### config.mk
export PLATFORM = sky130hd
export DESIGN_NAME = fft_frame_packer_flat
export DESIGN_NICKNAME = d
export VERILOG_FILES = /design/src/rtl/fft_frame_packer_if.sv /design/src/rtl/fft_frame_packer.sv /design/src/flat_wrapper.sv
export SDC_FILE = /design/constraint.sdc
export NUM_CORES = 1
export LEC_CHECK = 0
export BUFFER_PORTS_ARGS = -buffer_cell sky130_fd_sc_hd__buf_2
export CAP_MARGIN = 5
export CORE_UTILIZATION = 52
export DETAILED_ROUTE_END_ITERATION = 8
export GPL_TIMING_DRIVEN = 0
export PLACE_DENSITY = 0.74
export SLEW_MARGIN = 20
export SYNTH_ARGS = -nofsm -noshare
export SYNTH_HDL_FRONTEND = slang
export SYNTH_SLANG_ARGS = --single-unit
### constraint.sdc
create_clock -name clk -period 3 [get_ports clk]
set_input_delay 0.9 -clock clk [delete_from_list [all_inputs] [get_ports clk]]
set_output_delay 0.9 -clock clk [all_outputs]
set_load 0.1 [all_outputs]
### src/rtl/fft_frame_packer_if.sv
// Stream-in / frame-out bundle of the FFT frame packer.
// The slave modport is the packer; the master modport is the source and FFT side.
interface fft_frame_packer_if #(
   parameter int unsigned N_POINTS = 32,
   parameter int unsigned DATA_W   = 8
);
   localparam int unsigned LEN_W = $clog2(N_POINTS + 1);

   logic                         s_valid;
   logic                         s_ready;
   logic [DATA_W-1:0]            s_data;
   logic                         s_last;
   logic                         m_valid;
   logic                         m_ready;
   logic [N_POINTS*DATA_W-1:0]   m_data;
   logic [LEN_W-1:0]             m_len;
   logic [7:0]                   m_seq;

   modport master (
      output s_valid, s_data, s_last, m_ready,
      input  s_ready, m_valid, m_data, m_len, m_seq
   );

   modport slave (
      input  s_valid, s_data, s_last, m_ready,
      output s_ready, m_valid, m_data, m_len, m_seq
   );
endinterface

### src/rtl/fft_frame_packer.sv
// Serial-to-parallel packer: fills two ping-pong banks with samples and presents
// each closed frame (zero-padded after an early s_last) as one parallel word.
module fft_frame_packer #(
   parameter int unsigned N_POINTS = 32,
   parameter int unsigned DATA_W   = 8
) (
   input  logic             clk,
   input  logic             rst,
   fft_frame_packer_if.slave io_bus
);
   localparam int unsigned LEN_W = $clog2(N_POINTS + 1);
   localparam int unsigned IDX_W = $clog2(N_POINTS);

   logic [DATA_W-1:0]          r_mem [2][N_POINTS];
   logic [LEN_W-1:0]           r_len [2];
   logic                       r_wr_bank;
   logic                       r_rd_bank;
   logic [1:0]                 r_full_cnt;
   logic [IDX_W-1:0]           r_wr_idx;
   logic [7:0]                 r_seq;

   logic                       w_s_ready;
   logic                       w_m_valid;
   logic                       w_accept;
   logic                       w_close;
   logic                       w_consume;
   logic [LEN_W-1:0]           w_rd_len;
   logic [N_POINTS*DATA_W-1:0] w_m_data;

   // Banks fill and drain strictly alternately, so one pointer each suffices.
   assign w_s_ready = !rst && (r_full_cnt != 2'd2);
   assign w_m_valid = !rst && (r_full_cnt != 2'd0);
   assign w_accept  = io_bus.s_valid && w_s_ready;
   assign w_close   = w_accept && ((r_wr_idx == IDX_W'(N_POINTS - 1)) || io_bus.s_last);
   assign w_consume = w_m_valid && io_bus.m_ready;

   always_ff @(posedge clk) begin
      if (rst) begin
         r_wr_bank  <= 1'b0;
         r_rd_bank  <= 1'b0;
         r_full_cnt <= '0;
         r_wr_idx   <= '0;
         r_seq      <= '0;
      end else begin
         if (w_accept) begin
            r_wr_idx <= w_close ? '0 : r_wr_idx + IDX_W'(1);
         end
         if (w_close) begin
            r_wr_bank <= ~r_wr_bank;
         end
         if (w_consume) begin
            r_rd_bank <= ~r_rd_bank;
            r_seq     <= r_seq + 8'd1;
         end
         case ({w_close, w_consume})
            2'b10:   r_full_cnt <= r_full_cnt + 2'd1;
            2'b01:   r_full_cnt <= r_full_cnt - 2'd1;
            default: r_full_cnt <= r_full_cnt;
         endcase
      end
   end

   // Sample storage needs no reset: nothing is presented until a bank closes.
   always_ff @(posedge clk) begin
      if (w_accept) begin
         r_mem[r_wr_bank][r_wr_idx] <= io_bus.s_data;
      end
      if (w_close) begin
         r_len[r_wr_bank] <= LEN_W'(r_wr_idx) + LEN_W'(1);
      end
   end

   // Lanes past the stored length read zero, so stale samples never leak out.
   always_comb begin
      w_m_data = '0;
      w_rd_len = r_len[r_rd_bank];
      for (int unsigned k = 0; k < N_POINTS; k++) begin
         if (w_m_valid && (k < 32'(w_rd_len))) begin
            w_m_data[k*DATA_W +: DATA_W] = r_mem[r_rd_bank][IDX_W'(k)];
         end
      end
   end

   assign io_bus.s_ready = w_s_ready;
   assign io_bus.m_valid = w_m_valid;
   assign io_bus.m_data  = w_m_data;
   assign io_bus.m_len   = w_m_valid ? w_rd_len : '0;
   assign io_bus.m_seq   = rst ? '0 : r_seq;
endmodule

### src/flat_wrapper.sv
// flat-port wrapper written by rule: the top's interface ports become plain ports
module fft_frame_packer_flat 
#(
   parameter int unsigned N_POINTS = 32,
   parameter int unsigned DATA_W   = 8
)
  (clk, rst, io_bus_s_valid, io_bus_s_data, io_bus_s_last, io_bus_m_ready, io_bus_s_ready, io_bus_m_valid, io_bus_m_data, io_bus_m_len, io_bus_m_seq);
  fft_frame_packer_if #(.N_POINTS(N_POINTS), .DATA_W(DATA_W)) io_bus_i ();
  input  logic clk;
  input  logic rst;
  input wire logic [$bits(io_bus_i.s_valid)-1:0] io_bus_s_valid;
  input wire logic [$bits(io_bus_i.s_data)-1:0] io_bus_s_data;
  input wire logic [$bits(io_bus_i.s_last)-1:0] io_bus_s_last;
  input wire logic [$bits(io_bus_i.m_ready)-1:0] io_bus_m_ready;
  output wire logic [$bits(io_bus_i.s_ready)-1:0] io_bus_s_ready;
  output wire logic [$bits(io_bus_i.m_valid)-1:0] io_bus_m_valid;
  output wire logic [$bits(io_bus_i.m_data)-1:0] io_bus_m_data;
  output wire logic [$bits(io_bus_i.m_len)-1:0] io_bus_m_len;
  output wire logic [$bits(io_bus_i.m_seq)-1:0] io_bus_m_seq;
  assign io_bus_i.s_valid = io_bus_s_valid;
  assign io_bus_i.s_data = io_bus_s_data;
  assign io_bus_i.s_last = io_bus_s_last;
  assign io_bus_i.m_ready = io_bus_m_ready;
  assign io_bus_s_ready = io_bus_i.s_ready;
  assign io_bus_m_valid = io_bus_i.m_valid;
  assign io_bus_m_data = io_bus_i.m_data;
  assign io_bus_m_len = io_bus_i.m_len;
  assign io_bus_m_seq = io_bus_i.m_seq;
  fft_frame_packer #(.N_POINTS(N_POINTS), .DATA_W(DATA_W)) u_core (.clk(clk), .rst(rst), .io_bus(io_bus_i));
endmodule
==> flow_metrics.tcl, run 1 <==
set metrics [dict create \
    status "complete, but fails checks" \
    violations "negative setup slack" \
    swShare_pct 24.5 \
    start_util_pct 52.7 \
    synth-seq-cells 542 \
    drt_iter0_drc 982 \
    fin_crit_sh_pct 114 \
    viasPerCell 5.69 \
    synth_area_leaders "edfxtp_1 (73%), mux2i_1 (12%), nor2_1 (6.1%), dfxtp_1 (1.7%), o22ai_2 (0.82%)" \
    comb_power_share_pct 11.9 \
    grt_setup_unrepaired "true" \
    fin_ws_ps -433 \
    nNetsFinal 1786 \
    ys_seq_area_share_pct 75.0 \
    synth_edf_count 524 \
    wl_per_cell_um 25.6 \
    async_flop_share_pct 0 \
    tightest_slew_ps 958 \
    fp.dieW_um 205 \
    layout-drive-gt1-share_pct 51.9 \
    firstDrtPassIters 7 \
    timing.slew.headroom_pct 36.0 \
    num_antenna_cells 0 \
    period_needed_ps 3430 \
    ff_latch_area_um2 16100 \
    hold_violations 0 \
    drcViolationCount 0 \
    start_kind "register" \
    p_leak_nw 10.5 \
    max_freq_mhz 291 \
    cts.htree.levels 2 \
    syn_area_um2 21400 \
    antenna_found_initial 0 \
    synthCells 1353 \
    first_global_vias 13400 \
    cts_root_buf "clkbuf_16" \
    netSwitchingPower_mw 4.12 \
    internal-power_mw 12.7 \
    syn_avg_cell_area_um2 15.9 \
    dieArea_um2 42100 \
    clk_latency_ps 590 \
    worstSetupPathType "reg -> out" \
    synth.distinct_cells 50 \
    grt_use_total_pct 27.3 \
    yosysTopAreaCellShare_pct 73.4 \
    powerDensity_nw_per_um2 515 \
    synthFlopType "edfxtp_1" \
    p_seq_share_pct 49.5 \
    cts.sinks 542 \
    coreArea_um2 40700 \
    n_fill_cell 2002 \
    gr-total-overflow 0 \
    drt-total-wl_um 60000 \
    arrival_ps 2530 \
    drv_slew 0 \
    worstPathRequired_ps 2100 \
    p_clk_share_pct 38.7 \
    hold_class "reg -> reg" \
    cts_tree "done" \
    endpoint_kind "output pin" \
    dieHeight_um 205 \
    clk_path_buf_depth 3 \
    worst-path-max-fanout 8 \
    clk_pin_slew_worst_paths_ps 60 \
    vdd_drop_max_mv 0.603 \
    drv_cap 0 \
    synth_top_area_cell "edfxtp_1" \
    place_congestion 0.834 \
    design_area_um2 32700 \
    grt_max_degree 65 \
    synth_warnings 0 \
    syn_nets 1373 \
    placedInstanceArea_um2 25800 \
    hold_ws_ps 480 \
    cts_buffers 53 \
    multi_input_area_um2 8140 \
    fin_worst_skew_ps 12.1 \
    io_buffers 284 \
    vias 13300 \
    finalSetupViolations 623 \
    rows 74 \
    areaGrowthSynthToFinish_pct 52.3 \
    ant_nets 0 \
    hpwl_um 32800 \
    boundaryPins 285 \
    grt_pass1_wl_um 83500 \
]
==> state kept, by name, indices dropped and copies added (netlist names), named ones only <==
signal / count
u_core.r_full_cnt: 2
u_core.r_len: 12
u_core.r_mem: 512
u_core.r_rd_bank: 1
u_core.r_seq: 8
u_core.r_wr_bank: 1
u_core.r_wr_idx: 5
==> routing by layer <==
layer / vias up / GRT usage [%] / routed length (um)
met2: 547 / 46.3 / 31200
met1: 6785 / 36.1 / 23300
met4: 0 / 7.14 / 1530
met3: 99 / 5.54 / 3910
li1: 5887 / - / -
met5: - / 0 / 0
==> cell type report <==
| cell class | instances | share of cell area (%) |
|---|---|---|
| plain buffers | 44 | 1.51 |
| clock buffers | 60 | 4.14 |
| clock inverters | 36 | 0.996 |
| inverters | 6 | 0.115 |
| multi-input cells | 760 | 24.9 |
| flip-flops and latches | 542 | 49.3 |
| well taps | 532 | 2.04 |
| repair buffers | 359 | 17.0 |
==> cells by family (layout without fill, tap and decap cells) <==
kind of cell	Yosys count	in the layout	share of synthesized area, %
AND/OR/NAND/NOR	430	430	8.53
adder cells (fa/ha/maj)	7	7	0.408
AO/OA/AOI/OAI	49	49	2.19
XOR/XNOR	10	10	0.408
multiplexers	264	264	12.3
buffers and inverters	51	505	1.08
flip-flops	542	542	75.0
==> power by group through the flow <==
| stage | Sequential (mW) | Clock, mW | Combinational (mW) |
|---|---|---|---|
| 4_1_cts | 8.32 | 6.52 | 1.83 |
| 2_1_floorplan | 8.48 | 0 | 1.16 |
| 3_3_place_gp | 8.48 | 0 | 1.49 |
| 3_5_place_dp | 8.48 | 0 | 1.51 |
| 5_1_grt | 8.32 | 6.86 | 2.05 |
| 6_report | 8.32 | 6.50 | 1.99 |
==> worst paths after layout <==
kind	start	endpoint	slack, ps	cells past startpoint
setup / recovery	register	io_bus_m_data[119]	-430	9
hold / removal	u_core.r_seq[4]	u_core.r_seq[4]	480	1
setup reg to reg	u_core.r_full_cnt[1]	u_core.r_mem[1][182]	-170	4
hold reg to reg	u_core.r_seq[4]	u_core.r_seq[4]	480	1
==> Yosys cell counts, drive strengths merged, types with 3 or more instances <==
cell,number
o22ai,20
and3,4
clkbuf,11
edfxtp,524
and3b,4
and2,3
or3b,4
a21oi,11
nand2,15
xnor2,5
nor3b,6
inv,6
xor2,5
o21ai,6
nor2,348
ha,7
dfxtp,18
mux2i,261
mux2,3
nand3b,4
nand3,14
or3,3
nor2b,8
nor4,3
nor3,7
o31ai,5
buf,34
==> what timing repair did <==
| item | 4_1_cts | 5_1_grt |
|---|---|---|
| pin swaps | 66 | 41 |
| setup endpoints to repair | 771 | 777 |
| hold buffers | 0 | 0 |
| resized for setup | 791 | 329 |
| setup buffers | 59 | 15 |
| gates cloned | 0 | 3 |
| hold endpoints to repair | 0 | 0 |
==> cells in the final DEF (no fill, tap or decap), drive strengths merged, types with 2 or more instances in the layout <==
cell,count
and3b,4
nand2,15
buf,390
o22ai,20
bufinv,6
dfxtp,18
mux2i,261
clkinv,26
nand3,14
clkbuf,73
o31ai,5
xor2,5
inv,7
clkinvlp,3
edfxtp,524
or3b,4
ha,7
nor3,7
o21ai,6
nor4,3
mux2,3
nor2,348
nor3b,6
a21oi,11
and2,3
xnor2,5
or3,3
nand3b,4
o41ai,2
and3,4
nor2b,8
nor4b,2
==> worst max-delay path, stage by stage, from the launching register on <==
cell	delay [ps]
dfxtp_4	380
buf_12	160
buf_12	130
nor3_4	390
buf_4	200
o22ai_4	90
o22ai_4	160
buf_12	180
nor2_4	70
buf_12	180
==> metrics by stage <==
stage	cells	TNS, ps	total power [mW]	utilization [%]	setup WS (ps)
finish	2339	-124720	16.8	80.2	-433
detailed placement	2169	-553670	9.99	63.2	-1000
CTS	2323	-118070	16.7	76.4	-387
floorplan	1353	-103220	9.64	-	-680
global route	2339	-200650	17.2	80.2	-488
global placement	2169	-529290	9.97	63.2	-960
(Power assumes the default switching activity.)
==> inputs of run 2 (changes only) <==
--- a/config.mk
+++ b/config.mk
@@ -7,11 +7,12 @@
 export LEC_CHECK = 0
 export BUFFER_PORTS_ARGS = -buffer_cell sky130_fd_sc_hd__buf_2
 export CAP_MARGIN = 5
-export CORE_UTILIZATION = 52
+export CORE_UTILIZATION = 57
 export DETAILED_ROUTE_END_ITERATION = 8
 export GPL_TIMING_DRIVEN = 0
-export PLACE_DENSITY = 0.74
+export PLACE_DENSITY = 0.77
 export SLEW_MARGIN = 20
 export SYNTH_ARGS = -nofsm -noshare
 export SYNTH_HDL_FRONTEND = slang
 export SYNTH_SLANG_ARGS = --single-unit
+export TNS_END_PERCENT = 10
==> constraint.sdc (replaced) <==
create_clock -name clk -period 3.6 [get_ports clk]
set_input_delay 1.08 -clock clk [delete_from_list [all_inputs] [get_ports clk]]
set_output_delay 1.08 -clock clk [all_outputs]
set_load 0.1 [all_outputs]
==> run 2 against run 1 <==
Compared with the run above: the flow still finishes with violations (negative setup slack); sequential cell count did not move; highest routed layer unchanged; critical path depth fell by 2; largest cell class unchanged; sequential power shrank 17%.
==> flow_metrics.tcl, run 2 (synthesis results as in run 1) <==
set metrics [dict create \
    stdcell_count 2253 \
    grt_max_degree 65 \
    final_cell_mix "edfxtp_1 (524), mux2i_1 (239), nor2_4 (215), buf_12 (178), nor2_1 (111)" \
    nNetsFinal 1766 \
    fin_crit_sh_pct 103 \
    cts_root_buf "clkbuf_16" \
    finalSetupViolations 69 \
    drt-total-wl_um 59400 \
    p_seq_share_pct 50.0 \
    place_inst 2105 \
    io_buffers 284 \
    place_congestion 0.866 \
    timing.slew.headroom_pct 36.4 \
    ant_nets 0 \
    clk_path_buf_depth 3 \
    netSwitchingPower_mw 3.38 \
    coreArea_um2 36800 \
    swShare_pct 24.4 \
    grt_use_total_pct 29.4 \
    layout-drive-gt1-share_pct 43.3 \
    wl_per_cell_um 26.4 \
    antenna_found_initial 2 \
    final_common_cell "edfxtp_1" \
    p_clk_share_pct 38.8 \
    cts.htree.levels 2 \
    placedInstanceArea_um2 25200 \
    cts_tree "done" \
    hpwl_um 31600 \
    worstPathRequired_ps 2520 \
    first_global_vias 13400 \
    rows 70 \
    fin_ws_ps -104 \
    vias 13300 \
    design_area_um2 31200 \
    clk_latency_ps 560 \
    clk_pin_slew_worst_paths_ps 60 \
    firstDrtPassIters 5 \
    hold_violations 0 \
    drv_cap 0 \
    dieArea_um2 38400 \
    worst-path-max-fanout 8 \
    fp.dieW_um 196 \
    largest_reg_flops 512 \
    cts.sinks 542 \
    arrival_ps 2620 \
    reg.largest.list "u_core.r_mem (512), u_core.r_len (12), u_core.r_seq (8)" \
    cts_buffers 51 \
    start_util_pct 58.3 \
    areaGrowthSynthToFinish_pct 45.6 \
    fin_worst_skew_ps 13.5 \
    drcViolationCount 0 \
    comb_power_share_pct 11.2 \
    gr-total-overflow 0 \
    grt_setup_unrepaired "true" \
    cts_hold_buf 0 \
    vdd_drop_max_mv 0.544 \
    boundaryPins 285 \
    status "complete, but fails checks" \
    drt_iter0_drc 1089 \
    endpoint_kind "output pin" \
    period_needed_ps 3700 \
    p_leak_nw 10.0 \
    grt_pass1_wl_um 82800 \
    powerDensity_nw_per_um2 444 \
    max_freq_mhz 270 \
    regMostFlops "u_core.r_mem" \
    viasPerCell 5.92 \
    hold_class "reg -> reg" \
    drv_slew 0 \
    internal-power_mw 10.5 \
    dieHeight_um 196 \
    start_kind "register" \
    worstSetupPathType "reg -> out" \
    violations "negative setup slack" \
    tightest_slew_ps 951 \
]
[run 2: cell count changes in the layout (fill, tap and decap cells not counted), sizes merged]
cell	delta
inv	-2
buf	-17
diode	+2
clkinvlp	+1
clkinv	-3
clkbuf	-3
[run 2: stage by stage]
| step | util (%) | setup slack (ps) | TNS, ps | hold WS, ps | power, mW |
|---|---|---|---|---|---|
| global route | 84.9 | -145 | -9890 | 522 | 14.1 |
| global placement | 68.4 | -909 | -245910 | 440 | 8.27 |
| CTS | 82.6 | -86.0 | -4940 | 474 | 13.8 |
| finish | 84.9 | -104 | -2740 | 481 | 13.9 |
| detailed placement | 68.4 | -886 | -271010 | 465 | 8.28 |
| floorplan | - | -448 | -98380 | 428 | 7.99 |
[run 2: metal layers]
layer	wire length (um)	share of wire [%]	up-vias	global-route usage [%]
met3	4660	7.9	110	5.55
met5	0	0	-	0
met4	1560	2.6	0	9.66
met2	31000	52	650	50.2
li1	-	-	5825	-
met1	22200	37	6763	38.2
[run 2: worst max-delay path, cell delays in order (launching register included)]
cell and delay (ps):
edfxtp_1 560, nor3_2 490, nor4_4 110, buf_12 160
a211oi_4 300, buf_12 200, nor2_4 50, buf_8 180
[run 2: repair_timing]
action	in CTS	in global routing
pin swaps	37	11
buffers inserted	39	17
resized for setup	797	141
setup endpoints to repair	260	295
cloned	0	2
[run 2: layout make-up]
class                           instances  area [um2]
Buffer                                 43         382
Clock inverter                         32         304
Tap cell                              468         586
Inverter                                6        35.0
Multi-Input combinational cell        760        7310
Fill cell                            1573        5560
Clock buffer                           58        1350
Sequential cell                       542       16100
Antenna cell                            2        5.00
Timing Repair Buffer                  342        5160
[run 2: final timing paths]
path,start,end,slack (ps),cells after the start
setup reg to reg,u_core.r_full_cnt[0],u_core.r_mem[1][19],400,4
setup / recovery,u_core.r_len[0][3],io_bus_m_data[140],-100,7
hold / removal,u_core.r_seq[4],u_core.r_seq[4],480,1
hold reg to reg,u_core.r_seq[4],u_core.r_seq[4],480,1
[run 2: power by group through the flow]
stage	clock, mW	sequential (mW)	combinational (mW)
detailed placement	0	7.07	1.21
global placement	0	7.07	1.20
CTS	5.34	6.93	1.48
global route	5.61	6.93	1.60
finish	5.38	6.93	1.56
floorplan	0	7.07	0.928
